### config.mk
export PLATFORM = sky130hd
export DESIGN_NAME = sccb_init_sequencer
export DESIGN_NICKNAME = d
export VERILOG_FILES = /design/src/rtl/sccb_init_sequencer.sv
export SDC_FILE = /design/constraint.sdc
export NUM_CORES = 1
export LEC_CHECK = 0
export BUFFER_PORTS_ARGS = -buffer_cell sky130_fd_sc_hd__buf_4
export CAP_MARGIN = 10
export CORE_ASPECT_RATIO = 0.9
export CORE_UTILIZATION = 35
export CTS_BUF_LIST = sky130_fd_sc_hd__clkbuf_16
export DETAILED_ROUTE_END_ITERATION = 16
export HOLD_SLACK_MARGIN = 0.06
export PLACE_DENSITY_LB_ADDON = 0.3
export SLEW_MARGIN = 20
export SYNTH_ARGS = -nofsm -noshare
export SYNTH_HDL_FRONTEND = slang
export SYNTH_SLANG_ARGS = --single-unit
export TNS_END_PERCENT = 30
### constraint.sdc
create_clock -name PCLK -period 2.7 [get_ports PCLK]
set_input_delay 0.27 -clock PCLK [delete_from_list [all_inputs] [get_ports PCLK]]
set_output_delay 0.27 -clock PCLK [all_outputs]
set_load 0.01 [all_outputs]
### src/rtl/sccb_init_sequencer.sv
// Camera power-up sequencer: times pwdn/cam_rstn release, then walks a ROM
// register table and issues one SCCB write per entry via a req/ack handshake.
module sccb_init_sequencer #(
  parameter int PWDN_CYCLES = 10000,
  parameter int RST_CYCLES  = 10000,
  parameter int BOOT_CYCLES = 100000,
  parameter int GAP_CYCLES  = 256,
  parameter int ROM_AW      = 8,
  parameter int MAX_RETRY   = 3
) (
  input  logic              PCLK,
  input  logic              PRESETN,
  input  logic              start,
  output logic [ROM_AW-1:0] rom_addr,
  input  logic [15:0]       rom_data,
  output logic              wr_req,
  output logic [7:0]        wr_reg,
  output logic [7:0]        wr_data,
  input  logic              wr_ack,
  input  logic              wr_nack,
  output logic              pwdn,
  output logic              cam_rstn,
  output logic              busy,
  output logic              cfg_done,
  output logic              cfg_err
);

  typedef enum logic [3:0] {
    S_PWDN_WAIT, S_RST_WAIT, S_BOOT_WAIT, S_FETCH, S_LATCH, S_ISSUE,
    S_WAIT_ACK, S_GAP, S_DELAY, S_DONE, S_ERROR
  } state_t;

  localparam logic [19:0] PWDN_LAST = 20'(PWDN_CYCLES - 1);
  localparam logic [19:0] RST_LAST  = 20'(RST_CYCLES - 1);
  localparam logic [19:0] BOOT_LAST = 20'(BOOT_CYCLES - 1);
  localparam logic [19:0] GAP_LAST  = 20'(GAP_CYCLES - 1);
  localparam logic [7:0]  RETRY_MAX = 8'(MAX_RETRY);
  localparam logic [ROM_AW-1:0] ADDR_LAST = {ROM_AW{1'b1}};

  state_t            state_r, state_s;
  logic [19:0]       cnt_r, cnt_s;
  logic [19:0]       dly_last_r, dly_last_s;
  logic [7:0]        retry_r, retry_s;
  logic [ROM_AW-1:0] rom_addr_r, rom_addr_s;
  logic              wr_req_r, wr_req_s;
  logic [7:0]        wr_reg_r, wr_reg_s;
  logic [7:0]        wr_data_r, wr_data_s;
  logic              pwdn_r, pwdn_s;
  logic              cam_rstn_r, cam_rstn_s;
  logic              busy_r, busy_s;
  logic              cfg_done_r, cfg_done_s;
  logic              cfg_err_r, cfg_err_s;

  // State and output registers
  always_ff @(posedge PCLK or negedge PRESETN) begin
    if (!PRESETN) begin
      state_r    <= S_PWDN_WAIT;
      cnt_r      <= 20'd0;
      dly_last_r <= 20'd0;
      retry_r    <= 8'd0;
      rom_addr_r <= {ROM_AW{1'b0}};
      wr_req_r   <= 1'b0;
      wr_reg_r   <= 8'd0;
      wr_data_r  <= 8'd0;
      pwdn_r     <= 1'b1;
      cam_rstn_r <= 1'b0;
      busy_r     <= 1'b1;
      cfg_done_r <= 1'b0;
      cfg_err_r  <= 1'b0;
    end else begin
      state_r    <= state_s;
      cnt_r      <= cnt_s;
      dly_last_r <= dly_last_s;
      retry_r    <= retry_s;
      rom_addr_r <= rom_addr_s;
      wr_req_r   <= wr_req_s;
      wr_reg_r   <= wr_reg_s;
      wr_data_r  <= wr_data_s;
      pwdn_r     <= pwdn_s;
      cam_rstn_r <= cam_rstn_s;
      busy_r     <= busy_s;
      cfg_done_r <= cfg_done_s;
      cfg_err_r  <= cfg_err_s;
    end
  end

  // Next-state and next-output decode
  always_comb begin
    state_s    = state_r;
    dly_last_s = dly_last_r;
    retry_s    = retry_r;
    rom_addr_s = rom_addr_r;
    wr_req_s   = wr_req_r;
    wr_reg_s   = wr_reg_r;
    wr_data_s  = wr_data_r;
    pwdn_s     = pwdn_r;
    cam_rstn_s = cam_rstn_r;
    case (state_r)
      S_PWDN_WAIT: begin
        if (cnt_r == PWDN_LAST) begin
          pwdn_s  = 1'b0;
          state_s = S_RST_WAIT;
        end else begin
          state_s = S_PWDN_WAIT;
        end
      end
      S_RST_WAIT: begin
        if (cnt_r == RST_LAST) begin
          cam_rstn_s = 1'b1;
          state_s    = S_BOOT_WAIT;
        end else begin
          state_s = S_RST_WAIT;
        end
      end
      S_BOOT_WAIT: begin
        if (cnt_r == BOOT_LAST) state_s = S_FETCH;
        else                    state_s = S_BOOT_WAIT;
      end
      S_FETCH: state_s = S_LATCH;
      S_LATCH: begin
        if (rom_data[15:8] == 8'hFF) begin
          state_s = S_DONE;
        end else if (rom_data[15:8] == 8'hFE) begin
          dly_last_s = {2'b00, rom_data[7:0], 10'd0} - 20'd1;
          if (rom_data[7:0] != 8'd0) begin
            state_s = S_DELAY;
          end else if (rom_addr_r == ADDR_LAST) begin
            state_s = S_DONE;
          end else begin
            rom_addr_s = rom_addr_r + ROM_AW'(1'b1);
            state_s    = S_FETCH;
          end
        end else begin
          wr_reg_s  = rom_data[15:8];
          wr_data_s = rom_data[7:0];
          state_s   = S_ISSUE;
        end
      end
      S_ISSUE: begin
        wr_req_s = 1'b1;
        state_s  = S_WAIT_ACK;
      end
      S_WAIT_ACK: begin
        // start is deliberately not looked at here, so an ack always wins
        if (wr_ack) begin
          wr_req_s = 1'b0;
          if (!wr_nack) begin
            retry_s = 8'd0;
            if (rom_addr_r == ADDR_LAST) begin
              state_s = S_DONE;
            end else begin
              rom_addr_s = rom_addr_r + ROM_AW'(1'b1);
              state_s    = S_GAP;
            end
          end else if (retry_r < RETRY_MAX) begin
            retry_s = retry_r + 8'd1;
            state_s = S_GAP;
          end else begin
            state_s = S_ERROR;
          end
        end else begin
          state_s = S_WAIT_ACK;
        end
      end
      S_GAP: begin
        if (cnt_r == GAP_LAST) state_s = S_FETCH;
        else                   state_s = S_GAP;
      end
      S_DELAY: begin
        if (cnt_r != dly_last_r) begin
          state_s = S_DELAY;
        end else if (rom_addr_r == ADDR_LAST) begin
          state_s = S_DONE;
        end else begin
          rom_addr_s = rom_addr_r + ROM_AW'(1'b1);
          state_s    = S_FETCH;
        end
      end
      S_DONE, S_ERROR: begin
        if (start) begin
          rom_addr_s = {ROM_AW{1'b0}};
          retry_s    = 8'd0;
          pwdn_s     = 1'b1;
          cam_rstn_s = 1'b0;
          state_s    = S_PWDN_WAIT;
        end else begin
          state_s = state_r;
        end
      end
      default: state_s = S_PWDN_WAIT;
    endcase

    // Every timed state counts from zero on entry
    if (state_s != state_r) cnt_s = 20'd0;
    else                    cnt_s = cnt_r + 20'd1;

    cfg_done_s = (state_s == S_DONE);
    cfg_err_s  = (state_s == S_ERROR);
    busy_s     = !(cfg_done_s || cfg_err_s);
  end

  assign rom_addr = rom_addr_r;
  assign wr_req   = wr_req_r;
  assign wr_reg   = wr_reg_r;
  assign wr_data  = wr_data_r;
  assign pwdn     = pwdn_r;
  assign cam_rstn = cam_rstn_r;
  assign busy     = busy_r;
  assign cfg_done = cfg_done_r;
  assign cfg_err  = cfg_err_r;

endmodule

# Word level (Yosys, flattened, before mapping)

Index checks and enable logic that the tools add are counted.
Widths: inputs -> output; s select.

Add/sub/neg operators: 4
Magnitude comparators: 1
Eq/ne operators: 30
Multiplexer cells: 37
Bitwise gates (word level): 2
Reductions and logical operators: 17

Operators by type and width:

| kind                  | count |
|---|---|
| $mux 8                | 11 |
| $mux 4                | 10 |
| $pmux 4 s10           | 1 |
| $pmux 8 s4            | 1 |
| $eq 8x8->1 const B    | 3 |
| $add 20x1->20 const B | 1 |
| $eq 20x14->1 const B  | 1 |
| $eq 20x17->1 const B  | 1 |
| $eq 20x8->1 const B   | 1 |
| $eq 4x4->1 const B    | 5 |
| $mux 20               | 1 |
| $ne 20x20->1          | 1 |
| $sub 18x1->19 const B | 1 |
| $ne 2x2->1 const B    | 9 |
| $add 8x1->8 const B   | 2 |
| $eq 4x3->1 const B    | 4 |
| $pmux 8 s2            | 1 |
| $reduce_and 3->1      | 4 |
| $eq 4x2->1 const B    | 2 |
| $lt 8x2->1 const B    | 1 |
| $reduce_and 8->1      | 1 |
| $reduce_bool 2->1     | 4 |
| $reduce_bool 8->1     | 1 |
| $mux 1                | 7 |
| other kinds (14)      | 17 |

Flip-flop bits (word level): 82
Input bits: 21
Word-level logic and storage cells: 104

# Longest topological paths before layout

Depth after elaboration: 9
Gate-level depth with buffers: 9

# Worst setup path after synthesis

OpenSTA, ideal clock, no wires.

Kind: reg-to-reg
Start point: register state_r[3]
End point: register dly_last_r[12]
Setup time: 134 ps
Data arrival time: 2136 ps
Required time: 2566 ps
Slack: 429 ps
Cell stages (with the launch flop): 9
Path buffers: 3
Clock period less this slack: 2271 ps
Path through: dfrtp_1 > buf_6 > or4b_1 > or3_4 > or2_2 > clkbuf_1 > buf_2 > nand2_1 > o21ai_0

Cells in the longest elaborated chain, start to end: 2

RTL lines:

| item                              | line | text |
|---|---|---|
| from (decl)                       | 40   | `state_t state_r, state_s;` |
| from (signal assigned)            | 71   | `state_r <= state_s;` |
| $eq 4x3->1                        | 98   | `case (state_r)` |
| $reduce_and 3->1 (no source line) | -    |  |
| to (signal assigned)              | 73   | `dly_last_r <= dly_last_s;` |
| to (decl)                         | 42   | `logic [19:0] dly_last_r, dly_last_s;` |

Every way passes these cells.
A chain may end at the register's enable or synchronous reset.

# Worst setup path in the final report

Start point: register state_r[2]
End point: register rom_addr_r[5], in the netlist rom_addr[5]

Cells in the longest elaborated chain, start to end: 4

RTL lines:

| item                                                             | line | text |
|---|---|---|
| $eq 4x4->1                                                       | 98   |  |
| $reduce_or 2->1                                                  | 98   |  |
| $reduce_bool 4->1 (no source line) or $ne 2x2->1 (tied branches) | -    |  |
| $reduce_and 8->1 (no source line)                                | -    |  |
| to (signal assigned)                                             | 61   | `rom_addr_r <= {ROM_AW{1'b0}};` |
| to (signal assigned)                                             | 75   | `rom_addr_r <= rom_addr_s;` |
| to (decl)                                                        | 44   | `logic [ROM_AW-1:0] rom_addr_r, rom_addr_s;` |

Parallel ways exist; a longest one is shown, timed or not.

==> reports/results.md <==
| Metric | Reported | Unit |
|:---|:---|:---|
| Outcome | finished clean | - |
| Worst EP required | 2.94 | ns |
| Biggest register | cnt_r | - |
| Number of nets with antenna violations after detailed routing | 0 | - |
| Worst R2R Setup Slack | 0.22 | ns |
| Worst hold path class | in2async | - |
| Final cycle utilization of the critical path | 91.8 | % |
| RR Startpoint | state_r[2]$_DFF_PN0_ | - |
| Portion of synthesized cell area occupied by the leading cell type | 44.2 | % |
| GRT Resource Usage Total | 17.4 | % |
| Area grow syn2layout | 21.4 | % |
| Average via count per standard cell | 5.23 | - |
| Part of the Yosys area used for sequential elements | 45.5 | % |
| Sw frac | 21.5 | % |
| Num Clock Sinks | 72 | - |
| Capturing element type of the critical path | flop | - |
| Number of hold buffers added after CTS | 0 | - |
| Largest registers | cnt_r (20), dly_last_r (10) | - |
| Fraction of the core area covered by cells at the end of the flow | 44.1 | % |
| Share of post-route cells with drive strength above 1 | 25.5 | % |
| Pin count of the biggest net entering global routing | 73 | - |
| Clock share of power | 50.0 | % |
| HPWL after detailed placement | 6.56 | mm |
| Ys flop type | sky130_fd_sc_hd__dfrtp_1 | - |
| Initial antenna violation count | 0 | - |
| First DRT Iteration DRCs | 158 | - |
| Total Die Area | 0.0117 | sq mm |
| Register share of total power | 46.8 | % |
| Filler cell count | 1099 | - |
| Worst-path maximum fanout | 13 | - |
| Startpoint kind of the worst setup timing path | flop | - |
| Static Leak | 0.00216 | uW |
| Max-slew headroom at the worst pin | 39.1 | % |
| Setup TNS | 0 | ns |
| Placeable Area | 0.0109 | sq mm |
| Final-stage net count | 478 | - |
| Slew @ Worst Pin | 0.914 | ns |
| Fin crit period | 2.48 | ns |
| Total vias in the final route | 3192 | - |
| Largest register FFs | 20 | - |
| End point of the critical path | rom_addr[5]$_DFFE_PN0P_ | - |
| Final Hold Fails | 0 | - |
| DRT Pass-1 Iters | 4 | - |
| Clock-pin slew of the registers on the worst-case setup and hold paths | 0.06 | ns |
| Worst-case setup slack after placement | 0.207 | ns |
| Kind of critical path | reg2reg | - |
| Count of input and output buffers | 50 | - |
| Worst endpoint data arrival time | 2.71 | ns |
| H-tree level count | 3 | - |
| Diodes inserted | 0 | - |
| Post-synthesis instance area | 0.00396 | sq mm |
| Most common library cell in the layout ignoring fill and taps | sky130_fd_sc_hd__dfrtp_1 | - |
| Unrepaired setup endpoints after global routing | false | - |
| CTS Buffer Depth | 2 | - |
| Drt wl/cell | 15.0 | um |
| Post-route DRC violation count | 0 | - |
| Nets in the synthesized netlist | 424 | - |
| Vertical die dimension | 103 | um |
| Maximum vdd drop | 0.249 | mV |
| Terminus of the critical flop-to-flop path | rom_addr[5]$_DFFE_PN0P_ | - |
| Post-CTS sizing | 0 | - |
| Library cell with the largest summed area after synthesis | sky130_fd_sc_hd__dfrtp_1 | - |
| Max-capacitance violation count | 0 | - |
| Wire length of the first global-routing pass | 15.8 | mm |
| Boundary Pins | 51 | - |
| Asr flop ratio synth | 100 | % |
| RD Place Congestion | 0.811 | - |
| Die width | 114 | um |
| Highest-count cells in the layout ignoring fill and taps | 68 x sky130_fd_sc_hd__dfrtp_1, 63 x sky130_fd_sc_hd__buf_4, 34 x sky130_fd_sc_hd__nand2_1 | - |
| Yosys Warn Count | 0 | - |
| Reg2reg path depth | 6 | - |
| Remaining global-route overflow | 0 | - |
| Final wirelength | 9.18 | mm |
| Largest clock skew in the final design | 0.00524 | ns |
| Count of state elements after synthesis | 72 | - |
| Synthesized area per cell | 9.93 | sq um |
| Internal portion of total power | 1810 | uW |
| Number of buffers inserted by post-CTS setup repair | 0 | - |
| Combinational group share of total power | 3.2 | % |
| Number of rows created at floorplan | 36 | - |
| Total clock buffers created by CTS | 9 | - |
| Number of global-route vias before repair | 3140 | - |
| Post-synth cell types | 63 | - |
| Root buf cell | sky130_fd_sc_hd__clkbuf_16 | - |
| Net switching power of the design | 495 | uW |
| Cell types with the largest area share after synthesis | sky130_fd_sc_hd__dfrtp_1 44%, sky130_fd_sc_hd__xnor2_1 4.9%, sky130_fd_sc_hd__mux2_2 4.3% | - |
| Launch point of the worst path | state_r[2]$_DFF_PN0_ | - |
| Min setup slack post-route | 0.221 | ns |
| Clock latency on the worst-skew pair | 0.33 | ns |
| Synthesized instance count | 399 | - |
| Ratio of total power to cell area | 480 | mW/mm^2 |
| Peak clock frequency supported by timing | 403 | MHz |
| TritonCTS clock tree | built | - |
| Initial core utilization | 36.3 | % |
| Setup violation total in the final timing report | 0 | - |
| Final Max Tran Viols | 0 | - |
| Count of flip-flops with a built-in enable after synthesis | 0 | - |
## cell families after synthesis
family	after synthesis	synth area share (%)
buffers and inverters	29	3.70
xor gates and xnor gates	34	7.52
AOI/OAI and AO/OA	70	12.9
muxes	16	4.52
adders and majority gates	4	1.26
DFF	72	45.5
and+or+nand+nor	174	24.5
## critical path, cell delays in order, from the launching register on
cell,delay (ns)
sky130_fd_sc_hd__dfrtp_1,0.59
sky130_fd_sc_hd__xor2_1,0.19
sky130_fd_sc_hd__o311ai_0,0.18
sky130_fd_sc_hd__a222oi_1,0.37
sky130_fd_sc_hd__a21bo_2,0.34
sky130_fd_sc_hd__or2_1,0.38
sky130_fd_sc_hd__o41ai_2,0.32
## how the worst min path moves through the flow
stage,from,endpoint,slack [ns],cells past startpoint
global route,PRESETN,cfg_done$_DFF_PN0_,0.15,1
global placement,PRESETN,cfg_done$_DFF_PN0_,0.46,1
finish,PRESETN,cfg_done$_DFF_PN0_,0.07,1
detailed placement,PRESETN,cfg_done$_DFF_PN0_,0.46,1
floorplan,PRESETN,cam_rstn$_DFFE_PN0P_,-0.03,0
CTS,PRESETN,rom_addr[2]$_DFFE_PN0P_,0.11,1
## synthesized netlist by cell type (5+ instances only)
cell type / count
sky130_fd_sc_hd__dfrtp_1: 70
sky130_fd_sc_hd__nand2_1: 34
sky130_fd_sc_hd__nor3_1: 31
sky130_fd_sc_hd__xnor2_1: 22
sky130_fd_sc_hd__nor2_1: 20
sky130_fd_sc_hd__o21ai_0: 18
sky130_fd_sc_hd__mux2_2: 15
sky130_fd_sc_hd__nand3_1: 15
sky130_fd_sc_hd__a21oi_1: 14
sky130_fd_sc_hd__xor2_1: 12
sky130_fd_sc_hd__nand4_1: 11
sky130_fd_sc_hd__clkbuf_1: 10
sky130_fd_sc_hd__o31ai_1: 10
sky130_fd_sc_hd__and3_1: 9
sky130_fd_sc_hd__inv_1: 9
sky130_fd_sc_hd__nand2b_1: 9
sky130_fd_sc_hd__nor4_1: 9
sky130_fd_sc_hd__and2_1: 6
sky130_fd_sc_hd__buf_2: 6
sky130_fd_sc_hd__or3_1: 5
## area by class of cell
| type | count | area [sq um] | share of cell area [%] |
|---|---|---|---|
| Inverter | 9 | 33.8 | 0.703 |
| Multi-Input combinational cell | 298 | 2020 | 41.9 |
| Tap cell | 152 | 190 | 3.96 |
| Clock buffer | 9 | 225 | 4.68 |
| Clock inverter | 7 | 62.6 | 1.30 |
| Sequential cell | 72 | 1810 | 37.6 |
| Timing Repair Buffer | 63 | 473 | 9.84 |
## power groups by stage
| stage | sequential (uW) | combinational [uW] | clock, uW |
|---|---|---|---|
| after global routing | 1080 | 85.4 | 1230 |
| after floorplan | 1100 | 17.6 | 0 |
| after CTS | 1080 | 76.3 | 1180 |
| final | 1080 | 73.9 | 1150 |
| after global placement | 1100 | 75.2 | 0 |
| after detailed placement | 1100 | 75.9 | 0 |
## through the flow
step	cells	hold slack (ns)	area, sq um	total power, uW
detailed placement	594	0.464	4520	1180
CTS	610	0.111	4810	2340
floorplan	399	-0.0256	3960	1120
global route	610	0.150	4810	2400
global placement	594	0.456	4520	1170
finish	610	0.0704	4810	2310
## routing by layer
metal  share of wire [%]  vias to the layer above  track usage, %
li1                    -                     1561               -
met1                  50                     1535            24.3
met2                  44                       86            25.4
met3                 4.4                       10            4.23
met4                 1.6                        0            7.79
met5                   0                        -               0
Power figures use the tool's default switching activity.
